### src/rtl/digital_lock_pkg.sv
// Shared types and default timing for the keypad lock controller.
package digital_lock_pkg;

    typedef enum logic [2:0] {
        ST_IDLE,
        ST_CHECK,
        ST_OPEN,
        ST_ERROR,
        ST_LOCKOUT
    } lock_state_t;

    localparam logic [15:0] DEF_CODE           = 16'h1234;
    localparam int unsigned DEF_MAX_FAILS      = 3;
    localparam int unsigned DEF_OPEN_CYCLES    = 50;
    localparam int unsigned DEF_ERROR_CYCLES   = 20;
    localparam int unsigned DEF_LOCKOUT_CYCLES = 200;
    localparam int unsigned DEF_BLINK_HALF     = 5;

    function automatic int unsigned max3(input int unsigned a, input int unsigned b,
                                         input int unsigned c);
        int unsigned m;
        m = (a > b) ? a : b;
        return (m > c) ? m : c;
    endfunction

endpackage

### src/rtl/lock_timer.sv
// Shared down-counter for the timed lock states; load wins, zero_c flags expiry.
module lock_timer #(
    parameter int unsigned W = 8
) (
    input  logic         clk,
    input  logic         rst,
    input  logic         load,
    input  logic [W-1:0] value,
    output logic         zero_c
);

    logic [W-1:0] count;

    always_ff @(posedge clk) begin
        if (rst) begin
            count <= '0;
        end else if (load) begin
            count <= value;
        end else if (count != '0) begin
            count <= count - W'(1);
        end
    end

    assign zero_c = (count == '0);

endmodule

### src/rtl/digital_lock_ctrl.sv
// Four-digit keypad lock: entry register, attempt check, open/error/lockout timing.
// Optional ERROR_BLINK_EN makes the error display blink during ERROR and LOCKOUT.
module digital_lock_ctrl
    import digital_lock_pkg::*;
#(
    parameter logic [15:0] CODE           = DEF_CODE,
    parameter int unsigned MAX_FAILS      = DEF_MAX_FAILS,
    parameter int unsigned OPEN_CYCLES    = DEF_OPEN_CYCLES,
    parameter int unsigned ERROR_CYCLES   = DEF_ERROR_CYCLES,
    parameter int unsigned LOCKOUT_CYCLES = DEF_LOCKOUT_CYCLES,
    parameter int unsigned BLINK_HALF     = DEF_BLINK_HALF
) (
    input  logic       clk,
    input  logic       rst,
    input  logic       digit_valid,
    input  logic [3:0] digit,
    input  logic       clear,
    output logic       unlocked,
    output logic       error,
    output logic       locked_out,
    output logic [2:0] digit_cnt,
    output logic [1:0] fail_cnt
);

    localparam int unsigned TW = $clog2(max3(OPEN_CYCLES, ERROR_CYCLES, LOCKOUT_CYCLES));

    if (MAX_FAILS < 1 || MAX_FAILS > 3 || BLINK_HALF == 0 || OPEN_CYCLES < 2 ||
        ERROR_CYCLES < 2 || LOCKOUT_CYCLES < 2) begin : g_param_check
        $error("digital_lock_ctrl: parameter out of range");
    end

    lock_state_t    state, state_next;
    logic [15:0]    entry, entry_next;
    logic [2:0]     digit_cnt_next;
    logic [1:0]     fail_cnt_next;
    logic [1:0]     fail_inc;
    logic           bad, bad_next;
    logic           tmr_load;
    logic [TW-1:0]  tmr_value;
    logic           tmr_zero;
    logic           err_state;
    logic           err_level;

    lock_timer #(.W(TW)) u_timer (
        .clk    (clk),
        .rst    (rst),
        .load   (tmr_load),
        .value  (tmr_value),
        .zero_c (tmr_zero)
    );

    always_ff @(posedge clk) begin
        if (rst) begin
            state     <= ST_IDLE;
            entry     <= '0;
            digit_cnt <= '0;
            fail_cnt  <= '0;
            bad       <= 1'b0;
        end else begin
            state     <= state_next;
            entry     <= entry_next;
            digit_cnt <= digit_cnt_next;
            fail_cnt  <= fail_cnt_next;
            bad       <= bad_next;
        end
    end

    // An out-of-range key goes through CHECK with bad set so it fails like a wrong code.
    always_comb begin
        state_next     = state;
        entry_next     = entry;
        digit_cnt_next = digit_cnt;
        fail_cnt_next  = fail_cnt;
        bad_next       = bad;
        tmr_load       = 1'b0;
        tmr_value      = '0;
        fail_inc       = fail_cnt + 2'd1;
        case (state)
            ST_IDLE: begin
                if (clear) begin
                    entry_next     = '0;
                    digit_cnt_next = '0;
                end else if (digit_valid) begin
                    if (digit <= 4'd9) begin
                        entry_next     = {entry[11:0], digit};
                        digit_cnt_next = digit_cnt + 3'd1;
                        if (digit_cnt == 3'd3) begin
                            state_next = ST_CHECK;
                        end
                    end else begin
                        bad_next   = 1'b1;
                        state_next = ST_CHECK;
                    end
                end
            end
            ST_CHECK: begin
                entry_next     = '0;
                digit_cnt_next = '0;
                bad_next       = 1'b0;
                tmr_load       = 1'b1;
                if (!bad && entry == CODE) begin
                    fail_cnt_next = '0;
                    state_next    = ST_OPEN;
                    tmr_value     = TW'(OPEN_CYCLES - 1);
                end else begin
                    fail_cnt_next = fail_inc;
                    if (fail_inc == 2'(MAX_FAILS)) begin
                        state_next = ST_LOCKOUT;
                        tmr_value  = TW'(LOCKOUT_CYCLES - 1);
                    end else begin
                        state_next = ST_ERROR;
                        tmr_value  = TW'(ERROR_CYCLES - 1);
                    end
                end
            end
            ST_OPEN: begin
                if (clear || tmr_zero) begin
                    state_next = ST_IDLE;
                end
            end
            ST_ERROR: begin
                if (tmr_zero) begin
                    state_next = ST_IDLE;
                end
            end
            ST_LOCKOUT: begin
                if (tmr_zero) begin
                    state_next    = ST_IDLE;
                    fail_cnt_next = '0;
                end
            end
            default: begin
                state_next = ST_IDLE;
            end
        endcase
    end

    assign err_state = (state == ST_ERROR) || (state == ST_LOCKOUT);

`ifdef ERROR_BLINK_EN
    localparam int unsigned BW = $clog2(BLINK_HALF + 1);

    logic [BW-1:0] blink_cnt;
    logic          blink_on;
    logic          err_entry;

    assign err_entry = (state == ST_CHECK) &&
                       ((state_next == ST_ERROR) || (state_next == ST_LOCKOUT));

    // Phase restarts high on every entry into an error state.
    always_ff @(posedge clk) begin
        if (rst) begin
            blink_cnt <= '0;
            blink_on  <= 1'b0;
        end else if (err_entry) begin
            blink_cnt <= '0;
            blink_on  <= 1'b1;
        end else if (err_state) begin
            if (blink_cnt == BW'(BLINK_HALF - 1)) begin
                blink_cnt <= '0;
                blink_on  <= ~blink_on;
            end else begin
                blink_cnt <= blink_cnt + BW'(1);
            end
        end
    end

    assign err_level = err_state && blink_on;
`else
    assign err_level = err_state;
`endif

    // Display outputs are a registered decode of the current state.
    always_ff @(posedge clk) begin
        if (rst) begin
            unlocked   <= 1'b0;
            error      <= 1'b0;
            locked_out <= 1'b0;
        end else begin
            unlocked   <= (state == ST_OPEN);
            error      <= err_level;
            locked_out <= (state == ST_LOCKOUT);
        end
    end

endmodule

### config.mk
export PLATFORM = sky130hd
export DESIGN_NAME = digital_lock_ctrl
export DESIGN_NICKNAME = d
export VERILOG_FILES = /design/src/rtl/digital_lock_pkg.sv /design/src/rtl/lock_timer.sv /design/src/rtl/digital_lock_ctrl.sv
export SDC_FILE = /design/constraint.sdc
export NUM_CORES = 1
export LEC_CHECK = 0
export ABC_AREA = 1
export BUFFER_PORTS_ARGS = -buffer_cell sky130_fd_sc_hd__buf_2
export CORE_MARGIN = 2
export CORE_UTILIZATION = 45
export CTS_CLUSTER_SIZE = 10
export DETAILED_ROUTE_END_ITERATION = 10
export PLACE_DENSITY = 0.61
export SYNTH_ARGS = -nofsm -noshare
export SYNTH_HDL_FRONTEND = slang
export SYNTH_SLANG_ARGS = --single-unit
export TNS_END_PERCENT = 100
### constraint.sdc
create_clock -name clk -period 2.1 [get_ports clk]
set_input_delay 0.21 -clock clk [delete_from_list [all_inputs] [get_ports clk]]
set_output_delay 0.21 -clock clk [all_outputs]
set_load 0.005 [all_outputs]
==> qor.txt <==
initial antenna violation count: 0
most frequent cells in the layout: nand2_1 (81), nor2_1 (67), dfxtp_1 (36), nand3_1 (31), inv_1 (30)
Layout area overhead: 9.626%
Reg clk slew, reported paths: 70 ps
CP cell instances: nor2_2 > inv_2 > nor2_8 > inv_2 > nand3_2 > and2_1 > buf_4 > nor2_1 > nor2_1
syn_area_per_cell: 6.345 um2
Power Total: 3.286 mW
Total GRT Usage: 0.1936
Port Buffers: 15
gp weighted congestion: 0.8025
Routed WL: 3.838 mm
net count after synthesis: 307
Hold WC Path Type: in -> reg
fin. max-slew vios: 0
PostCTS Resize Cnt: 0
WP depth: 9
Final Cycle Share: 0.7742
Final #Nets: 323
CTS Buffer Depth: 2
slew margin rel.: 0.6053
Crit-path slowest cell: dfxtp_1
first-pass GRT wire length: 6.686 mm
Cell Rows: 23
cts hold-fix bufs: 0
Worst EP arrival: 1800 ps
CP required: 2280 ps
Core Region: 4000 um2
Die Span Y: 68.50 um
hpwl dp: 2.793 mm
status: complete, no violations
# clock sinks: 36
layout cells sized above 1: 0.1125
most common cell after layout, fill and taps aside: nand2_1
grt ovf: 0
Vias: 1773
Yosys cell types: 23
die area: 4692 um2
pin count of the biggest net entering global routing: 20
DR WL/cell: 10.63 um
WP buf/inv: 3
Via-to-Cell Ratio: 4.911
count of final setup violators: 0
reg2reg start: state[2]$_SDFFE_PP0P_
r2r worst-path depth: 9
Post-CTS Repair Setup Buffers: 0
CP Capture Type: flip-flop
Worst-Margin Slew: 587.5 ps
total CTS buffers: 5
static leakage: 1.038 nW
Mapped Cells: 295
CP max FO: 19
CP startpoint: state[2]$_SDFFE_PP0P_
R2R Setup Slk: 470 ps
crit path capture: digit_cnt[2]$_SDFFE_PP0P_
Max stage delay on crit path: 430 ps
Fmax: 615.1 MHz
Residual DRC: 0
VDD IR-drop max: 656.1 uV
die width: 68.50 um
vias in the first global route: 1579
min Tclk post-route: 1626 ps
pre-CTS setup slack: 474.1 ps
synth warn: 0
final hold vios: 0
RSZ-0062 raised after global routing: no
Final Skew: 6.900 ps
Max Cap Viol: 0
setup ws final: 474.3 ps
CP Launch Type: flip-flop
Root Driver: clkbuf_8
setup TNS: 0 ps
flops & latches, synth: 36
Mapped Area: 1872 um2
Worst path top cell family by delay: simple AND/OR/NAND/NOR gates
Power Dens Cells: 1602 nW/um2
CTS tree: built
Clock Latency Late Sink: 290 ps
diode count: 0
Starting Density: 0.4679
drt first pass iters: 5
remaining antenna violation count after routing: 0
H-tree depth: 2
sequential fraction of the synthesis area: 0.3850
DRT iter0 DRCs: 110
FF-to-FF End: digit_cnt[2]$_SDFFE_PP0P_
number of I/O pins: 16
Crit Path Class: reg -> reg
==> report_power, final <==
group	total [mW]	switching, mW	internal, mW
logic	1.67	1.05	0.622
registers	1.16	0.193	0.964
clock network	0.460	0.234	0.225
total	3.29	1.47	1.81
==> cells in the mapped netlist <==
master | number | area share
inv_2 | 4 | 0.0080
o21ai_0 | 5 | 0.013
buf_2 | 4 | 0.011
nor2_8 | 1 | 0.011
nor4_1 | 1 | 0.0033
nand3_1 | 31 | 0.083
and2_1 | 1 | 0.0033
nand4_1 | 3 | 0.010
a21oi_1 | 11 | 0.029
clkbuf_1 | 2 | 0.0040
ha_1 | 4 | 0.027
nor3_1 | 3 | 0.0080
nor2_1 | 67 | 0.13
nand3b_1 | 2 | 0.0080
inv_1 | 30 | 0.060
nand2_2 | 1 | 0.0033
buf_6 | 3 | 0.018
nand2_1 | 81 | 0.16
dfxtp_1 | 36 | 0.39
nand3_2 | 1 | 0.0053
buf_1 | 1 | 0.0020
nor2_2 | 2 | 0.0067
buf_4 | 1 | 0.0040
==> sequential cells by signal, summed over array words and instances (netlist names) <==
| signal | cells |
|---|---|
| unlocked | 1 |
| u_timer.count | 8 |
| fail_cnt | 2 |
| locked_out | 1 |
| state | 3 |
| error | 1 |
| digit_cnt | 3 |
| entry | 16 |
| bad | 1 |
==> final cells by class <==
cell class	instances	area, um2
fill	434	1948
multi-input combinational	214	950.9
sequential	36	720.7
inverter	34	127.6
timing repair buffer	20	112.6
clock buffer	6	72.57
tap	50	62.56
clock inverter	1	5.005
==> worst min-delay path by stage <==
| stage | startpoint | end | slack (ps) | cells after the start |
|---|---|---|---|---|
| finish | rst | state[2]$_SDFFE_PP0P_ | 190 | 2 |
| global route | rst | fail_cnt[1]$_SDFFE_PP0P_ | 190 | 2 |
| CTS | rst | fail_cnt[1]$_SDFFE_PP0P_ | 180 | 2 |
| detailed placement | bad$_SDFFE_PP0P_ | bad$_SDFFE_PP0P_ | 450 | 2 |
| global placement | bad$_SDFFE_PP0P_ | bad$_SDFFE_PP0P_ | 440 | 2 |
| floorplan | bad$_SDFFE_PP0P_ | bad$_SDFFE_PP0P_ | 430 | 2 |
==> cells by family (layout without fill, tap and decap cells) <==
group,Yosys count,count (layout),synth area share
AOI/OAI and AO/OA,16,16,0.04278
and+or+nand+nor,194,194,0.4385
buffers and inverters,45,61,0.1070
DFF,36,36,0.3850
adders and majority gates,4,4,0.02674
==> layer usage <==
metal | routed length, um | up-vias | GRT usage
li1 | - | 940 | -
met1 | 1881 | 796 | 0.2321
met2 | 1765 | 31 | 0.3305
met3 | 141 | 6 | 0.04870
met4 | 50 | 0 | 0.07500
met5 | 0 | - | 0
==> through the flow <==
stage | utilization | cell area, um2 | std cells | hold WS [ps]
after floorplan | - | 1872 | 295 | 427.6
after global placement | 0.4936 | 1974 | 354 | 441.8
after detailed placement | 0.4936 | 1974 | 354 | 448.0
after CTS | 0.5130 | 2052 | 361 | 175.1
after global routing | 0.5130 | 2052 | 361 | 187.3
final | 0.5130 | 2052 | 361 | 185.2
Power figures use the tool's default switching activity.
